--- src/rtl/dtree_pkg.sv ---
// Shared decision-tree definitions: default datapath widths, accumulator sizing
// and a sign-extension helper used by control and node_evaluator.
package dtree_pkg;

  localparam int DEF_FEATURES          = 3;
  localparam int DEF_FEATURE_BIT_DEPTH = 8;
  localparam int DEF_COEFF_BIT_DEPTH   = 4;
  localparam int DEF_BIAS_BIT_DEPTH    = 10;

  // Wide enough for bias plus FEATURES full-scale products, so no saturation is needed.
  function automatic int acc_w(input int features, input int feat_w,
                               input int coeff_w, input int bias_w);
    int prod_w;
    prod_w = feat_w + coeff_w;
    return ((bias_w > prod_w) ? bias_w : prod_w) + $clog2(features + 1);
  endfunction

  function automatic logic [63:0] sext(input logic [63:0] v, input int w);
    logic [63:0] r;
    r = '0;
    for (int i = 0; i < 64; i++) begin
      r[6'(i)] = (i < w) ? v[6'(i)] : v[6'(w - 1)];
    end
    return r;
  endfunction

endpackage

--- src/rtl/node_evaluator_if.sv ---
// Link between the control stage / feature source and node_evaluator.
interface node_evaluator_if
  import dtree_pkg::*;
#(
  parameter int FEATURE_BIT_DEPTH = DEF_FEATURE_BIT_DEPTH,
  parameter int COEFF_BIT_DEPTH   = DEF_COEFF_BIT_DEPTH,
  parameter int BIAS_BIT_DEPTH    = DEF_BIAS_BIT_DEPTH
);
  // Feature words use valid/ready: a word transfers on a rising edge where both
  // feature_valid and feature_ready are 1; data must be stable while valid is held.
  logic                         feature_valid;
  logic [FEATURE_BIT_DEPTH-1:0] feature_data;
  logic                         feature_ready;
  logic                         tree_done;
  logic                         load_bias;
  logic                         add;
  logic                         mult;
  logic                         is_one;
  logic [COEFF_BIT_DEPTH-1:0]   coeff;
  logic [BIAS_BIT_DEPTH-1:0]    bias;
  logic                         next;
  logic                         child_direction;

  modport master (
    output feature_valid, feature_data, tree_done, load_bias, add, mult, is_one, coeff, bias,
    input  feature_ready, next, child_direction
  );

  modport slave (
    input  feature_valid, feature_data, tree_done, load_bias, add, mult, is_one, coeff, bias,
    output feature_ready, next, child_direction
  );

endinterface

--- src/rtl/feature_buffer.sv ---
// Double-buffered feature store: shadow bank fills while the active bank is
// being traversed; banks swap when the shadow is full and the active is free.
module feature_buffer
  import dtree_pkg::*;
#(
  parameter int FEATURES          = DEF_FEATURES,
  parameter int FEATURE_BIT_DEPTH = DEF_FEATURE_BIT_DEPTH,
  localparam int IDX_W            = $clog2(FEATURES)
) (
  input  logic                         clk,
  input  logic                         reset,
  input  logic                         i_feature_valid,
  input  logic [FEATURE_BIT_DEPTH-1:0] i_feature_data,
  input  logic                         i_tree_done,
  input  logic [IDX_W-1:0]             i_rd_idx,
  output logic [FEATURE_BIT_DEPTH-1:0] o_rd_data,
  output logic                         o_feature_ready,
  output logic                         o_next
);

  localparam logic [IDX_W-1:0] LAST_IDX = IDX_W'(FEATURES - 1);

  logic [FEATURE_BIT_DEPTH-1:0] r_active [FEATURES];
  logic [FEATURE_BIT_DEPTH-1:0] r_shadow [FEATURES];
  logic [IDX_W-1:0]             r_wr_ptr;
  logic                         r_active_full;
  logic                         r_shadow_full;
  logic                         r_live;
  logic                         w_wr_en;
  logic                         w_swap;

  // r_live keeps ready low until the first clock after reset release.
  assign o_feature_ready = r_live & ~r_shadow_full;
  assign o_next          = r_active_full;
  assign o_rd_data       = r_active[i_rd_idx];
  assign w_wr_en         = i_feature_valid & o_feature_ready;
  assign w_swap          = r_shadow_full & (i_tree_done | ~r_active_full);

  always_ff @(posedge clk or negedge reset) begin
    if (!reset) begin
      for (int i = 0; i < FEATURES; i++) begin
        r_active[i] <= '0;
        r_shadow[i] <= '0;
      end
      r_wr_ptr      <= '0;
      r_active_full <= 1'b0;
      r_shadow_full <= 1'b0;
      r_live        <= 1'b0;
    end else begin
      r_live <= 1'b1;
      if (w_wr_en) begin
        r_shadow[r_wr_ptr] <= i_feature_data;
        if (r_wr_ptr == LAST_IDX) begin
          r_wr_ptr      <= '0;
          r_shadow_full <= 1'b1;
        end else begin
          r_wr_ptr <= r_wr_ptr + 1'b1;
        end
      end
      // Write and swap are exclusive: writes need an empty shadow, swaps a full one.
      if (w_swap) begin
        r_active      <= r_shadow;
        r_active_full <= 1'b1;
        r_shadow_full <= 1'b0;
      end else if (i_tree_done) begin
        r_active_full <= 1'b0;
      end
    end
  end

endmodule

--- src/rtl/node_evaluator.sv ---
// Serial dot-product per tree node: acc = bias + sum(term), one feature per add
// strobe; the accumulator sign is returned to control as child_direction.
module node_evaluator
  import dtree_pkg::*;
#(
  parameter int FEATURES          = DEF_FEATURES,
  parameter int FEATURE_BIT_DEPTH = DEF_FEATURE_BIT_DEPTH,
  parameter int COEFF_BIT_DEPTH   = DEF_COEFF_BIT_DEPTH,
  parameter int BIAS_BIT_DEPTH    = DEF_BIAS_BIT_DEPTH
) (
  input logic              clk,
  input logic              reset,
  node_evaluator_if.slave  bus
);

  localparam int ACC_W = acc_w(FEATURES, FEATURE_BIT_DEPTH, COEFF_BIT_DEPTH, BIAS_BIT_DEPTH);
  localparam int IDX_W = $clog2(FEATURES);
  localparam logic [IDX_W-1:0] LAST_IDX = IDX_W'(FEATURES - 1);

  logic signed [ACC_W-1:0]      r_acc;
  logic [IDX_W-1:0]             r_feat_idx;
  logic [FEATURE_BIT_DEPTH-1:0] w_feat;
  logic signed [ACC_W-1:0]      w_feat_x;
  logic signed [ACC_W-1:0]      w_coeff_x;
  logic signed [ACC_W-1:0]      w_bias_x;
  logic signed [ACC_W-1:0]      w_term;

  feature_buffer #(
    .FEATURES          (FEATURES),
    .FEATURE_BIT_DEPTH (FEATURE_BIT_DEPTH)
  ) u_buf (
    .clk             (clk),
    .reset           (reset),
    .i_feature_valid (bus.feature_valid),
    .i_feature_data  (bus.feature_data),
    .i_tree_done     (bus.tree_done),
    .i_rd_idx        (r_feat_idx),
    .o_rd_data       (w_feat),
    .o_feature_ready (bus.feature_ready),
    .o_next          (bus.next)
  );

  assign w_feat_x  = ACC_W'(sext(64'(w_feat), FEATURE_BIT_DEPTH));
  assign w_coeff_x = ACC_W'(sext(64'(bus.coeff), COEFF_BIT_DEPTH));
  assign w_bias_x  = ACC_W'(sext(64'(bus.bias), BIAS_BIT_DEPTH));

  always_comb begin
    w_term = '0;
    if (bus.mult) begin
      w_term = w_feat_x * w_coeff_x;
    end else if (bus.is_one) begin
      w_term = w_feat_x;
    end
  end

  // load_bias consumes feature 0, so the index restarts at 1 for the next add.
  always_ff @(posedge clk or negedge reset) begin
    if (!reset) begin
      r_acc      <= '0;
      r_feat_idx <= '0;
    end else if (bus.add) begin
      if (bus.load_bias) begin
        r_acc      <= w_bias_x + w_term;
        r_feat_idx <= IDX_W'(1);
      end else begin
        r_acc      <= r_acc + w_term;
        r_feat_idx <= (r_feat_idx == LAST_IDX) ? '0 : r_feat_idx + 1'b1;
      end
    end
  end

  assign bus.child_direction = ~r_acc[ACC_W-1];

endmodule

--- src/flat_wrapper.sv ---
// flat-port wrapper written by rule: the top's interface ports become plain ports
module node_evaluator_flat import dtree_pkg::*;
#(
  parameter int FEATURES          = DEF_FEATURES,
  parameter int FEATURE_BIT_DEPTH = DEF_FEATURE_BIT_DEPTH,
  parameter int COEFF_BIT_DEPTH   = DEF_COEFF_BIT_DEPTH,
  parameter int BIAS_BIT_DEPTH    = DEF_BIAS_BIT_DEPTH
)
  (clk, reset, bus_feature_valid, bus_feature_data, bus_tree_done, bus_load_bias, bus_add, bus_mult, bus_is_one, bus_coeff, bus_bias, bus_feature_ready, bus_next, bus_child_direction);
  node_evaluator_if #(.FEATURE_BIT_DEPTH(FEATURE_BIT_DEPTH), .COEFF_BIT_DEPTH(COEFF_BIT_DEPTH), .BIAS_BIT_DEPTH(BIAS_BIT_DEPTH)) bus_i ();
  input logic clk;
  input logic reset;
  input wire logic [$bits(bus_i.feature_valid)-1:0] bus_feature_valid;
  input wire logic [$bits(bus_i.feature_data)-1:0] bus_feature_data;
  input wire logic [$bits(bus_i.tree_done)-1:0] bus_tree_done;
  input wire logic [$bits(bus_i.load_bias)-1:0] bus_load_bias;
  input wire logic [$bits(bus_i.add)-1:0] bus_add;
  input wire logic [$bits(bus_i.mult)-1:0] bus_mult;
  input wire logic [$bits(bus_i.is_one)-1:0] bus_is_one;
  input wire logic [$bits(bus_i.coeff)-1:0] bus_coeff;
  input wire logic [$bits(bus_i.bias)-1:0] bus_bias;
  output wire logic [$bits(bus_i.feature_ready)-1:0] bus_feature_ready;
  output wire logic [$bits(bus_i.next)-1:0] bus_next;
  output wire logic [$bits(bus_i.child_direction)-1:0] bus_child_direction;
  assign bus_i.feature_valid = bus_feature_valid;
  assign bus_i.feature_data = bus_feature_data;
  assign bus_i.tree_done = bus_tree_done;
  assign bus_i.load_bias = bus_load_bias;
  assign bus_i.add = bus_add;
  assign bus_i.mult = bus_mult;
  assign bus_i.is_one = bus_is_one;
  assign bus_i.coeff = bus_coeff;
  assign bus_i.bias = bus_bias;
  assign bus_feature_ready = bus_i.feature_ready;
  assign bus_next = bus_i.next;
  assign bus_child_direction = bus_i.child_direction;
  node_evaluator #(.FEATURES(FEATURES), .FEATURE_BIT_DEPTH(FEATURE_BIT_DEPTH), .COEFF_BIT_DEPTH(COEFF_BIT_DEPTH), .BIAS_BIT_DEPTH(BIAS_BIT_DEPTH)) u_core (.clk(clk), .reset(reset), .bus(bus_i));
endmodule
--- config.mk ---
export PLATFORM = sky130hd
export DESIGN_NAME = node_evaluator_flat
export DESIGN_NICKNAME = d
export VERILOG_FILES = /design/src/rtl/dtree_pkg.sv /design/src/rtl/node_evaluator_if.sv /design/src/rtl/feature_buffer.sv /design/src/rtl/node_evaluator.sv /design/src/flat_wrapper.sv
export SDC_FILE = /design/constraint.sdc
export NUM_CORES = 1
export LEC_CHECK = 0
export CORE_MARGIN = 2
export CORE_UTILIZATION = 40
export DETAILED_ROUTE_END_ITERATION = 16
export REMOVE_ABC_BUFFERS = 1
export SLEW_MARGIN = 5
export SYNTH_ARGS = -nofsm -noshare
export SYNTH_HDL_FRONTEND = slang
export SYNTH_SLANG_ARGS = --single-unit
--- constraint.sdc ---
create_clock -name clk -period 5.88 [get_ports clk]
set_input_delay 1.176 -clock clk [delete_from_list [all_inputs] [get_ports clk]]
set_output_delay 1.176 -clock clk [all_outputs]
set_load 0.01 [all_outputs]
==> impl_metrics.csv <==
group,metric,value,unit
cts,clk_pin_slew,0.06,ns
finish,final_cell_mix,"dfrtp_1 (68), mux2_2 (65), buf_4 (63), ha_1 (30), clkdlybuf4s50_1 (28)",
critical_path,startpoint_kind_of_the_worst_setup_timing_path,"primary input",
finish,fin_nets,602,
synth,synth.distinct_cells,43,
die,design.portCount,33,
power,netSwitchingFraction,37.64,%
die,floorplan.die.height,111.8,um
power,irDropWorstVdd,0.3958,mV
routing,first_iter_violations,123,
sta,fin_worst_hold_slack,0.4993,ns
die,fp-row-count,39,
synth,dominantRegCellSynth,"dfrtp_1",
synth,yosysWarningCount,0,
critical_path,cpLargestDelayFamily,"compound AO/OA/AOI/OAI gates",
routing,drt.antenna.violating_nets,0,
critical_path,cpPeakStageDelay,0.54,ns
synth,synth_async_sr_flop_share,100.0,%
finish,finalCoreUtilization,52.45,%
routing,drt-pass1-iter-count,4,
sta,layout_min_cycle_time,5.640,ns
routing,route.detailed.drc,0,
hold_path,holdCritPathClass,"flop to flop",
grt,first_global_vias,3612,
sta,worst_pin_slew,1.043,ns
cts,cts_htree_levels,3,
cts,clock_tree_from_tritoncts,"yes",
power,power_density,689.9,nW/um^2
synth,synthesis.area_per_instance,10.88,um^2
die,die-width,111.8,um
grt,grt_antenna_before_repair,0,
power,power.clock.fraction,13.5,%
critical_path,endpoint_kind,"flop",
cts,cts_root_buffer,"clkbuf_16",
die,design.die.area,12490,um^2
sta,maxClockFrequency,177.3,MHz
synth,syn_inst,427,
routing,routed_wl,9769,um
power,switching_power,1.548,mW
power,static-leakage-power,2.802,nW
sta,timing.final.crit_share,95.92,%
critical_path,ff_to_ff_setup_slack,0.28,ns
critical_path,critical_path.max_fanout,7,
critical_path,critical_path_buf_inv_count,2,
cts,tritoncts_num_sinks,69,
sta,setup_violations,0,
sta,slew-limit-headroom,30.28,%
synth,synth-edff-count,0,
cts,clk_path_buf_depth,2,
run,maxCapViolations,0,
synth,mappedNetlistArea,4644,um^2
routing,routed-via-count,3403,
grt,gr-usage-all-layers,16.82,%
placed_design,gpl.final_weighted_congestion,0.8552,
status,outcome,"finished clean",
critical_path,cp_data_arrival_time,5.85,ns
placed_design,place.detailed.hpwl,7557,um
critical_path,critical-path-slowest-cell,"fa_1",
sta,rsz0062_at_grt,"true",
grt,grt_first_pass_wirelength,17010,um
synth,synth_seq_cells,69,
critical_path,startpoint_to_endpoint_class_of_the_critical_path,"primary input to flop",
power,share_comb_of_total_power,66.5,%
routing,route.detailed.wl_per_inst,14.60,um
finish,diodes,0,
sta,clock_skew,0.004877,ns
power,cellInternalPower,2.566,mW
critical_path,cp.required,6.09,ns
critical_path,crit_chain,"clkbuf_2, buf_4, and2_1, fa_1, fa_1, ha_4, ha_1, a21o_1, a21oi_2, o21bai_1, a21oi_2, o21bai_1, a21oi_2, xnor2_2, a21o_1, ha_4, o21a_1, o21a_1, o22ai_1, a31o_2, o21ai_2, a2bb2oi_2, mux2i_1, a211o_1",
placed_design,port-buffer-count,32,
finish,drive_gt1_share,33.46,%
finish,synthToLayoutAreaGrowth,28.39,%
power,pwr-share-seq,20.0,%
die,initial_utilization,40.85,%
sta,timing.final.max_slew_violations,0,
grt,grt_remaining_overflow,0,
die,fp.coreArea,11370,um^2
cts,clock_insertion_delay_worst_skew,0.33,ns
critical_path,crit_path_frequent_cell,"a21oi_2",
routing,detail_route.vias_per_cell,5.087,
finish,layout.cells.most_common,"dfrtp_1",
sta,hold_viol,0,
synth,synth-seq-area-share,37.18,%
grt,grt_max_degree,70,
cts,cts_made_buffers,9,
## per-stage QoR
step           std cells  worst slack [ns]  setup TNS, ns  power [mW]  instance area (um^2)
2_1_floorplan        415            0.1572              0       2.505                  4599
3_3_place_gp         650           -0.6293         -1.616       3.374                  5544
3_5_place_dp         650           -0.7402         -2.166       3.442                  5544
4_1_cts              666          0.005204              0       4.044                  5867
5_1_grt              669          -0.04490       -0.04490       4.487                  5963
6_report             669            0.2401              0       4.114                  5963
## power by group through the flow
| stage | clock network [mW] | registers (mW) | logic (mW) |
|---|---|---|---|
| detailed placement | 0 | 0.836 | 2.61 |
| CTS | 0.567 | 0.828 | 2.65 |
| global route | 0.590 | 0.855 | 3.04 |
| global placement | 0 | 0.822 | 2.55 |
| finish | 0.555 | 0.825 | 2.73 |
| floorplan | 0 | 0.801 | 1.70 |
## kinds of logic (layout without fill, tap and decap cells)
logic type | Yosys count | in the layout | synth area share (%)
adders and majority gates | 51 | 51 | 16.65
muxes | 75 | 75 | 17.91
other | 1 | 1 | 0.08074
DFF | 69 | 69 | 37.18
and+or+nand+nor | 94 | 94 | 10.48
buffers and inverters | 39 | 138 | 3.152
AOI/OAI and AO/OA | 79 | 79 | 10.96
xor gates and xnor gates | 19 | 19 | 3.583
## metal layers
metal	vias to the layer above	routed length (um)	share of wire, %	GRT usage, %
met5	-	0	0	0
met3	7	276	2.8	3.647
met1	1665	4370	45	20.54
li1	1692	-	-	-
met2	39	5038	52	30.06
met4	0	83	0.85	4.527
## cells in the mapped netlist, types with 10 or more instances
| library cell | n | area share (%) |
|---|---|---|
| mux2_2 | 65 | 16 |
| mux2i_1 | 10 | 2.2 |
| inv_1 | 27 | 2.2 |
| dfrtp_1 | 69 | 37 |
| o21ai_0 | 22 | 2.4 |
| and2_1 | 21 | 2.8 |
| fa_1 | 18 | 7.8 |
| ha_1 | 33 | 8.9 |
| xnor2_1 | 16 | 3.0 |
| nor2_1 | 24 | 1.9 |
| a21oi_1 | 17 | 1.8 |
| a21o_1 | 10 | 1.6 |
| nand2_1 | 25 | 2.0 |
## what timing repair did
action                                  CTS  global route
endpoints found under the setup margin    2             2
pin swaps                                 7            22
hold buffers                              0             0
buffers inserted                          0             3
resized for setup                        11            28
cloned                                    0             0
## registers in the layout, summed over array words and instances (netlist names)
signal / count
u_core.u_buf.r_shadow: 24
u_core.r_acc: 14
u_core.r_feat_idx: 2
u_core.u_buf.r_live: 1
u_core.u_buf.r_active: 24
u_core.u_buf.r_wr_ptr: 2
u_core.u_buf.o_next: 1
u_core.u_buf.r_shadow_full: 1
## layout make-up
type / count / area [um^2]
clock buffer: 10 / 239.0
clock inverter: 6 / 68.82
fill: 1048 / 5406
inverter: 27 / 101.3
multi-input combinational: 319 / 2874
sequential: 69 / 1728
tap: 143 / 178.9
timing repair buffer: 95 / 773.2
## path summary, 6_finish.rpt
check                                                      start                               endpoint  cells after the start
setup / recovery                                    bus_coeff[1]           u_core.r_acc[13]$_DFFE_PN0P_                     24
hold / removal             u_core.u_buf.r_shadow[10]$_DFFE_PN0P_  u_core.u_buf.r_active[10]$_DFFE_PN0P_                      1
setup reg to reg                u_core.r_feat_idx[1]$_DFFE_PN0P_           u_core.r_acc[13]$_DFFE_PN0P_                     26
hold reg to reg            u_core.u_buf.r_shadow[10]$_DFFE_PN0P_  u_core.u_buf.r_active[10]$_DFFE_PN0P_                      1
max in group asynchronous                                  reset       u_core.r_feat_idx[1]$_DFFE_PN0P_                      2
min in group asynchronous                                  reset            u_core.r_acc[7]$_DFFE_PN0P_                      2
(Power assumes the default switching activity.)
